### src/rtl/display_pkg.sv
// Shared definitions for the multiplexed hex display counter.
//   - seg_bit_e : bit position of each segment on the segment bus (a = bit0 .. g = bit6)
//   - HEX_SEG   : hex digit -> 7-segment pattern, 1 = segment lit
//   - scan_state_e : scan FSM states
//   - cnt_width : bits needed to hold the values 0..n-1 (never less than 1)
package display_pkg;

  typedef enum int unsigned {
    SEG_A = 0,
    SEG_B = 1,
    SEG_C = 2,
    SEG_D = 3,
    SEG_E = 4,
    SEG_F = 5,
    SEG_G = 6
  } seg_bit_e;

  localparam int SEG_W = int'(SEG_G) + 1;

  typedef logic [SEG_W-1:0] seg_t;

  // Index = nibble value; patterns are gfedcba with 1 = lit.
  localparam seg_t HEX_SEG [16] = '{
    7'h3F, 7'h06, 7'h5B, 7'h4F,  // 0 1 2 3
    7'h66, 7'h6D, 7'h7D, 7'h07,  // 4 5 6 7
    7'h7F, 7'h6F, 7'h77, 7'h7C,  // 8 9 A b
    7'h39, 7'h5E, 7'h79, 7'h71   // C d E F
  };

  typedef enum logic {
    ST_BLANK = 1'b0,
    ST_SHOW  = 1'b1
  } scan_state_e;

  function automatic int cnt_width(input int n);
    int w;
    w = 1;
    while ((1 << w) < n) w++;
    return w;
  endfunction

endpackage

### src/rtl/tick_gen.sv
// Free-running modulo-DIV prescaler with a single-cycle terminal tick.
//   clk     : system clock, rising edge
//   reset_n : synchronous active-low reset
//   en      : advance the prescaler; when low it holds its value
//   clr     : synchronous clear to 0, wins over en and suppresses tick
//   tick    : high during the cycle the prescaler holds DIV-1 (and en=1, clr=0)
module tick_gen
  import display_pkg::*;
#(
  parameter int DIV = 2
) (
  input  logic clk,
  input  logic reset_n,
  input  logic en,
  input  logic clr,
  output logic tick
);

  localparam int CW = cnt_width(DIV);
  localparam logic [CW-1:0] LAST = CW'(DIV - 1);

  if (DIV < 1) begin : g_bad_div
    $error("tick_gen: DIV must be at least 1");
  end

  logic [CW-1:0] cnt_q;
  logic [CW-1:0] cnt_d;

  assign tick = en && !clr && (cnt_q == LAST);

  // NOTE: every path assigns cnt_d from a default first, so no latch can be inferred.
  always_comb begin
    cnt_d = cnt_q;
    if (clr) begin
      cnt_d = '0;
    end else if (en) begin
      cnt_d = (cnt_q == LAST) ? '0 : cnt_q + 1'b1;
    end
  end

  // NOTE: state registers use non-blocking assignments so all flops update from pre-edge values.
  always_ff @(posedge clk) begin
    if (!reset_n) begin
      cnt_q <= '0;
    end else begin
      cnt_q <= cnt_d;
    end
  end

endmodule

### src/rtl/display_scan_counter.sv
// N-digit hexadecimal up/down counter driving a multiplexed 7-segment display.
//   clk      : system clock, rising edge
//   reset_n  : synchronous active-low reset
//   en       : count enable (count prescaler holds when low)
//   up       : 1 = increment, 0 = decrement, sampled on the step cycle
//   load     : synchronous load strobe, wins over a coincident step
//   load_val : value loaded on load
//   led_port : registered segment drive, 1 = lit, bit0 = a
//   sel      : registered one-hot digit select, bit0 = rightmost digit
//   count    : registered counter value
//   wrap     : one-cycle pulse, coincident with the wrapped count
module display_scan_counter
  import display_pkg::*;
#(
  parameter int DIGITS    = 2,
  parameter int DW        = 7,
  parameter int CLK_HZ    = 12000000,
  parameter int COUNT_HZ  = 1,
  parameter int SCAN_HZ   = 50,
  parameter int BLANK_CYC = 16,
  parameter int LZ_BLANK  = 0
) (
  input  logic                  clk,
  input  logic                  reset_n,
  input  logic                  en,
  input  logic                  up,
  input  logic                  load,
  input  logic [4*DIGITS-1:0]   load_val,
  output logic [DW-1:0]         led_port,
  output logic [DIGITS-1:0]     sel,
  output logic [4*DIGITS-1:0]   count,
  output logic                  wrap
);

  localparam int CW      = 4 * DIGITS;
  localparam int CNT_DIV = CLK_HZ / COUNT_HZ;
  localparam int SLOT    = CLK_HZ / (SCAN_HZ * DIGITS);
  localparam int DIG_W   = cnt_width(DIGITS);
  localparam int BW      = cnt_width(BLANK_CYC);

  localparam logic [DIG_W-1:0] DIG_LAST   = DIG_W'(DIGITS - 1);
  localparam logic [BW-1:0]    BLANK_LAST = BW'((BLANK_CYC > 0) ? BLANK_CYC - 1 : 0);

  if (DIGITS < 1 || DIGITS > 8) begin : g_bad_digits
    $error("display_scan_counter: DIGITS must be 1..8");
  end
  if (CNT_DIV < 1) begin : g_bad_cnt_div
    $error("display_scan_counter: CLK_HZ/COUNT_HZ must be at least 1");
  end
  if (BLANK_CYC < 0 || SLOT <= BLANK_CYC) begin : g_bad_slot
    $error("display_scan_counter: need SLOT > BLANK_CYC >= 0");
  end

  // ---------------------------------------------------------------------------
  // Count path
  // ---------------------------------------------------------------------------
  logic          step;
  logic [CW-1:0] count_q, count_d;
  logic          wrap_q, wrap_d;

  // load clears the prescaler so the next step is a full CNT_DIV after the load.
  tick_gen #(.DIV(CNT_DIV)) u_count_div (
    .clk     (clk),
    .reset_n (reset_n),
    .en      (en),
    .clr     (load),
    .tick    (step)
  );

  always_comb begin
    count_d = count_q;
    wrap_d  = 1'b0;
    if (load) begin
      count_d = load_val;
    end else if (step) begin
      if (up) begin
        count_d = count_q + 1'b1;
        wrap_d  = &count_q;
      end else begin
        count_d = count_q - 1'b1;
        wrap_d  = ~|count_q;
      end
    end
  end

  always_ff @(posedge clk) begin
    if (!reset_n) begin
      count_q <= '0;
      wrap_q  <= 1'b0;
    end else begin
      count_q <= count_d;
      wrap_q  <= wrap_d;
    end
  end

  assign count = count_q;
  assign wrap  = wrap_q;

  // ---------------------------------------------------------------------------
  // Scan path
  // ---------------------------------------------------------------------------
  logic slot_end;

  // Slot timer runs regardless of en so the display never freezes.
  tick_gen #(.DIV(SLOT)) u_slot_timer (
    .clk     (clk),
    .reset_n (reset_n),
    .en      (1'b1),
    .clr     (1'b0),
    .tick    (slot_end)
  );

  scan_state_e      state_q, state_d;
  logic [DIG_W-1:0] digit_q, digit_d;
  logic [BW-1:0]    blank_q, blank_d;
  logic             blank_done;

  // blank_q starts at 0 together with the slot timer, so it tracks the slot
  // position during BLANK.
  assign blank_done = (BLANK_CYC == 0) || (blank_q == BLANK_LAST);

  // State register
  always_ff @(posedge clk) begin
    if (!reset_n) begin
      state_q <= ST_BLANK;
      digit_q <= '0;
      blank_q <= '0;
    end else begin
      state_q <= state_d;
      digit_q <= digit_d;
      blank_q <= blank_d;
    end
  end

  // Next-state logic
  always_comb begin
    state_d = state_q;
    digit_d = digit_q;
    blank_d = blank_q;
    case (state_q)
      ST_BLANK: begin
        if (blank_done) begin
          state_d = ST_SHOW;
          blank_d = '0;
        end else begin
          blank_d = blank_q + 1'b1;
        end
      end
      ST_SHOW: begin
        if (slot_end) begin
          digit_d = (digit_q == DIG_LAST) ? '0 : digit_q + 1'b1;
          state_d = (BLANK_CYC == 0) ? ST_SHOW : ST_BLANK;
        end
      end
      default: state_d = ST_BLANK;
    endcase
  end

  // Per-digit nibbles and leading-zero mask. A digit is suppressed when it and
  // every digit to its left are zero; digit 0 is never suppressed.
  logic [3:0]        nib [DIGITS];
  logic [DIGITS-1:0] lz_mask;
  logic              upper_zero;

  always_comb begin
    upper_zero = 1'b1;
    lz_mask    = '0;
    for (int i = DIGITS - 1; i >= 0; i--) begin
      nib[i]     = count_q[4*i +: 4];
      upper_zero = upper_zero && (count_q[4*i +: 4] == 4'h0);
      lz_mask[i] = (LZ_BLANK != 0) && (i != 0) && upper_zero;
    end
  end

  // Output logic: sel and led_port come from one registered stage so they
  // always switch on the same edge.
  logic [DIGITS-1:0] sel_d, sel_q;
  logic [DW-1:0]     led_d, led_q;

  always_comb begin
    sel_d = '0;
    led_d = '0;
    if (state_q == ST_SHOW) begin
      sel_d[digit_q] = 1'b1;
      if (!lz_mask[digit_q]) begin
        led_d = DW'(HEX_SEG[nib[digit_q]]);
      end
    end
  end

  always_ff @(posedge clk) begin
    if (!reset_n) begin
      sel_q <= '0;
      led_q <= '0;
    end else begin
      sel_q <= sel_d;
      led_q <= led_d;
    end
  end

  assign sel      = sel_q;
  assign led_port = led_q;

endmodule

### config.mk
export PLATFORM = sky130hd
export DESIGN_NAME = display_scan_counter
export DESIGN_NICKNAME = d
export VERILOG_FILES = /design/src/rtl/display_pkg.sv /design/src/rtl/tick_gen.sv /design/src/rtl/display_scan_counter.sv
export SDC_FILE = /design/constraint.sdc
export NUM_CORES = 1
export LEC_CHECK = 0
export ABC_AREA = 1
export CORE_UTILIZATION = 45
export DETAILED_ROUTE_END_ITERATION = 10
export MAX_ROUTING_LAYER = met4
export PLACE_DENSITY = 0.76
export SLEW_MARGIN = 20
export SYNTH_ARGS = -nofsm -noshare
export SYNTH_HDL_FRONTEND = slang
export SYNTH_SLANG_ARGS = --single-unit
export TNS_END_PERCENT = 20
### constraint.sdc
create_clock -name clk -period 2.1 [get_ports clk]
set_input_delay 0.21 -clock clk [delete_from_list [all_inputs] [get_ports clk]]
set_output_delay 0.21 -clock clk [all_outputs]
set_load 0.01 [all_outputs]
# Yosys cells after proc, flatten, opt, wreduce, memory -nomap -nowiden
# Memory sizes are Yosys's and may differ from the RTL's. A register that Yosys moved wholly into a read port is not among the register bits.
# Cells that the tools add are included.
# Widths: inputs -> output; s select.
# totals
reg_bits	58
romBits	112
wordCells	56
memories	1
# op_classes
n_addsub	6
order_cmp	3
n_eq_ne	3
mux	16
bitwise	5
n_reduce_logical	14
# mem_list
name	words	width	rd	rd_ports_with_merged_regs	write_ports	line	source
(no name shown)	16	7	1	1	0	display_scan_counter.sv:186	led_d = DW'(HEX_SEG[nib[digit_q]]);
# op_table
cell	count
$add 24x1->24 const B	1
$eq 24x24->1 const B	1
$mux 24	1
$mux 8	3
$add 17x1->17 const B	1
$eq 17x17->1 const B	1
$mux 4	4
$add 8x1->8 const B	1
$reduce_and 8->1	1
$reduce_or 8->1	1
$sub 8x1->8 const B	1
$mux 1	6
$reduce_or 3->1	2
$not 4->5	1
$add 4x1->4 const B	1
$eq 4x4->1 const B	1
$reduce_and 2->1	2
$reduce_or 2->1	2
$logic_and 1x1->1	3
$not 1->1	3
$ge 2x2->1 const B	1
$logic_not 1->1	2
$lt 1x2->1 const B	1
$not 1->2	1
5 further kinds	5

# Depth between registers and ports, before layout
# depth
word_depth	5
ltp_mapped	11
depth_no_buf	11

# Cells and area by module
# Synthesis repeated with hierarchy kept, for this count alone.
# hier_totals
hier_cells	554
hier_area_um2	3809.9
# modules_own_cells
module	instances	cells_each	area_each_um2	seq_area_each_um2
display_scan_counter	1	216	1527.7	480.5
tick_gen (u_count_div)	1	203	1360.1	480.5
tick_gen (u_slot_timer)	1	135	922.1	340.3

# Worst setup path after synthesis
# No wires, ideal clock.
# synth_timing
kind	reg2reg
startpoint	register digit_q
endpoint	register led_q[5] (netlist: led_port[5])
setup_ns	0.058
arrival_time_ns	1.657
path_slack_ns	0.386
stages_incl_launch_ff	11
path_buffers	1
period_less_slack_ns	1.714
cell_sequence	dfxtp_1 buf_6 inv_1 or2_2 o21ai_0 inv_1 ha_1 inv_1 nand2_1 a21oi_1 o21a_1
# synth_via
elab_chain_len	5
# synth_rtl
item	line	source
start, declared	display_scan_counter.sv:114	logic [DIG_W-1:0] digit_q, digit_d;
start signal, assigned	display_scan_counter.sv:130	digit_q <= digit_d;
$not 1->2 (implied by the code)	display_scan_counter.sv:186	
$mux 4 (implied by the code) (3 in series)	display_scan_counter.sv:186	
$not 4->5 (implied by the code)	display_scan_counter.sv:186	
end, declared	display_scan_counter.sv:178	logic [DW-1:0] led_d, led_q;
# No other way between the ends. The select of a mux whose other input is x is not followed.
# A chain may end at the register's enable or synchronous reset.

# Final worst setup path
# layout_timing
startpoint	input up
endpoint	register count_q[5] (netlist: count[5])
# layout_via
elab_chain_len	3
# layout_rtl
item	line	source
start, declared	display_scan_counter.sv:26	input logic up,
$mux 8	display_scan_counter.sv:76	if (up) begin
$mux 8	display_scan_counter.sv:75	end else if (step) begin
$mux 8	display_scan_counter.sv:73	if (load) begin
end signal, assigned	display_scan_counter.sv:91	count_q <= count_d;
end, declared	display_scan_counter.sv:58	logic [CW-1:0] count_q, count_d;
# No other way between the ends. The select of a mux whose other input is x is not followed.

==> flow_metrics.env <==
export IMPL_clock_skew_ns=0.00818
export IMPL_place_detailed_instances=673
export IMPL_ctsLongestPathBuffers=2
export IMPL_rsz0062_at_grt="false"
export IMPL_ys_dominant_reg_cell="sky130_fd_sc_hd__dfxtp_1"
export IMPL_drcViolationCount=0
export IMPL_instances_no_fill=689
export IMPL_maxSlewHeadroom_pct=66.4
export IMPL_final_net_count=612
export IMPL_number_of_post_cts_setup_repair_buffers=0
export IMPL_vdd_ir_drop_worst_mv=0.359
export IMPL_post_synth_main_area_contributors="sky130_fd_sc_hd__dfxtp_1, sky130_fd_sc_hd__nand2_1, sky130_fd_sc_hd__nor2_1"
export IMPL_cts_hold_fix_buffers=0
export IMPL_fill_count=766
export IMPL_synth_seq_area_share_pct=35.3
export IMPL_design_core_area_mm2=0.00785
export IMPL_worst_setup_path_end_kind="flip-flop"
export IMPL_die_width_um=92.6
export IMPL_dieArea_mm2=0.00857
export IMPL_clk_latency_ns=0.35
export IMPL_timing_critical_path_arrival_ns=2.00
export IMPL_insertedDiodeCount=0
export IMPL_area_growth_pct=18.5
export IMPL_dr_first_iter_drc_count=145
export IMPL_post_drt_via_cell_ratio=5.13
export IMPL_post_route_worst_setup_slack_ns=0.345
export IMPL_power_leakage_uw=0.00183
export IMPL_tritoncts_num_buffers=9
export IMPL_slew_viol_final=0
export IMPL_clkSlewWorstSetupHoldPaths_ns=0.08
export IMPL_placementRows=32
export IMPL_first_global_vias=3304
export IMPL_place_congestion=0.897
export IMPL_grt_overflow_total=0
export IMPL_cts_htree_levels=3
export IMPL_first_pass_grt_wire_length_mm=14.1
export IMPL_place_ws_ns=-0.0117
export IMPL_synth_area_leader_cell="sky130_fd_sc_hd__dfxtp_1"
export IMPL_post_cts_resized=0
export IMPL_edff_count_synth=0
export IMPL_commonest_non_fill_non_tap_cells_in_the_layout="sky130_fd_sc_hd__nand2_1, sky130_fd_sc_hd__nor2_1, sky130_fd_sc_hd__dfxtp_1"
export IMPL_critPathMaxStageDelay_ns=0.48
export IMPL_syn_nets=565
export IMPL_buffer_ports_inserted=30
export IMPL_report_final_setup_viol=0
export IMPL_maxClockFrequency_mhz=570
export IMPL_area_of_the_mapped_netlist_mm2=0.00369
export IMPL_critical_path_most_common_cell="sky130_fd_sc_hd__nor2_1"
export IMPL_power_density_mw_per_mm2=609
export IMPL_grt_util_all_layers_pct=21.2
export IMPL_finalWirelength_mm=8.18
export IMPL_layout_drive_gt1_share_pct=10.7
export IMPL_fin_setup_tns_ns=0
export IMPL_fp_dieH_um=92.6
export IMPL_wire_per_inst_um=11.9
export IMPL_async_reset_ff_share_pct=0
export IMPL_starting_utilization_of_the_core_area_pct=47.0
export IMPL_hold_viol_final=0
export IMPL_number_of_vias_after_detailed_routing=3538
export IMPL_layout_commonest_cell="sky130_fd_sc_hd__nand2_1"
export IMPL_final_min_period_over_clock_period_pct=83.6
export IMPL_drv_max_cap_violation_count=0
export IMPL_worst_endpoint_required_ns=2.35
export IMPL_min_delay_path_class="flip-flop to flip-flop"
export IMPL_root_buffer="sky130_fd_sc_hd__clkbuf_8"
export IMPL_cp_start_kind="input port"
export IMPL_detailed_routing_iteration_count_for_the_pre_antenna_repair_pass=5
export IMPL_synth_distinct_cells=43
export IMPL_synth_warnings=0
export IMPL_worst_pin_slew_ns=0.499
export IMPL_antenna_found_initial=0
export IMPL_worst_path_max_delay_cell="sky130_fd_sc_hd__clkdlybuf4s50_1"
export IMPL_setup_worst_path_class="input port to flip-flop"
export IMPL_fin_worst_hold_slack_ns=0.456
export IMPL_path_cells="clkdlybuf4s50_1 > inv_1 > ha_1 > or2_2 > nand3b_1 > nand3b_1 > nand2_1 > nor2_1 > nor2_1 > nor2_1"
export IMPL_number_of_nets_with_antenna_violations_after_detailed_routing=0
export IMPL_cp_max_fo=8
export IMPL_tritoncts="yes"
export IMPL_status="finished clean"
export IMPL_io_pins=31
export IMPL_synth_largest_type_area_fraction_pct=35.3
export IMPL_post_synthesis_sequential_element_count=65
export IMPL_final_core_utilization_pct=55.7
export IMPL_postSynthCellCount=535
export IMPL_finalWorstPathRequiredPeriod_ns=1.76
export IMPL_dpl_hpwl_mm=6.23
export IMPL_synth_area_per_cell_um2=6.90
export IMPL_largest_net_degree_at_the_start_of_global_routing=14
export IMPL_cts_sinks=65
## final timing paths
path | slack, ns | startpoint | end | depth (start not counted)
min reg2reg | 0.46 | u_slot_timer.cnt_q[0] | u_slot_timer.cnt_q[0] | 1
max reg2reg | 0.37 | u_count_div.cnt_q[0] | u_count_div.cnt_q[15] | 10
max | 0.34 | up | count[5] | 10
min | 0.46 | u_slot_timer.cnt_q[0] | u_slot_timer.cnt_q[0] | 1
## cells by family (layout without fill, tap and decap cells)
| logic type | after synthesis | in the layout | share of synthesized area, % |
|---|---|---|---|
| buffers and inverters | 71 | 123 | 7.80 |
| adder cells (fa/ha/maj) | 17 | 17 | 5.97 |
| AND/OR/NAND/NOR | 312 | 312 | 39.2 |
| AO/OA/AOI/OAI | 60 | 60 | 9.39 |
| flip-flops | 65 | 65 | 35.3 |
| XOR/XNOR | 10 | 10 | 2.37 |
## where the power goes
part	switching [uW]	leakage, uW	internal (uW)
sequential	29.1	0.000526	1250
combinational	171	0.00121	135
clock	518	0.0000925	557
## Yosys cell counts, types with 2 or more instances
library cell               instances
sky130_fd_sc_hd__nand3b_1          6
sky130_fd_sc_hd__nor2_1           76
sky130_fd_sc_hd__buf_4             2
sky130_fd_sc_hd__nor2_2            3
sky130_fd_sc_hd__o21ai_2           2
sky130_fd_sc_hd__inv_1            60
sky130_fd_sc_hd__nor4_1            3
sky130_fd_sc_hd__nand2_1         131
sky130_fd_sc_hd__nor2_4            6
sky130_fd_sc_hd__a211oi_1          3
sky130_fd_sc_hd__inv_2             3
sky130_fd_sc_hd__or2_2             6
sky130_fd_sc_hd__xor2_1            5
sky130_fd_sc_hd__dfxtp_1          65
sky130_fd_sc_hd__nand4_1          13
sky130_fd_sc_hd__ha_1             16
sky130_fd_sc_hd__xnor2_1           5
sky130_fd_sc_hd__nor3_1           13
sky130_fd_sc_hd__o211ai_1          2
sky130_fd_sc_hd__a21oi_1          31
sky130_fd_sc_hd__nand2_4           4
sky130_fd_sc_hd__nand2_2           5
sky130_fd_sc_hd__nand3_1          41
sky130_fd_sc_hd__o21ai_0          15
## registers in the layout, summed over array words and instances (netlist names)
name	cells
blank_q	4
count	8
digit_q	1
led_port	7
sel	2
state_q	1
u_count_div.cnt_q	24
u_slot_timer.cnt_q	17
wrap	1
## area by class of cell
type / count / area (um2) / area share (%)
Sequential cell: 65 / 1300 / 29.8
Tap cell: 102 / 128 / 2.92
Multi-Input combinational cell: 399 / 2100 / 48.1
Inverter: 65 / 249 / 5.70
Clock buffer: 9 / 124 / 2.83
Timing Repair Buffer: 42 / 390 / 8.93
Clock inverter: 7 / 78.8 / 1.80
## critical path: cells and delay by family
family | cells | cell delay [ns]
simple gates | 7 | 0.78
fa+ha+maj | 1 | 0.38
buf+inv | 2 | 0.64
## through the flow
step                total power [uW]  cell area [um2]
global route                    2800             4370
detailed placement              1610             4170
floorplan                       1500             3690
finish                          2660             4370
global placement                1600             4170
CTS                             2700             4370
## layer usage
layer  global-route usage (%)  share of wire, %
met5                        -                 0
met4                     7.42               1.6
met3                     6.08               6.0
met2                     35.7                49
met1                     23.9                44
Power figures use the tool's default switching activity.
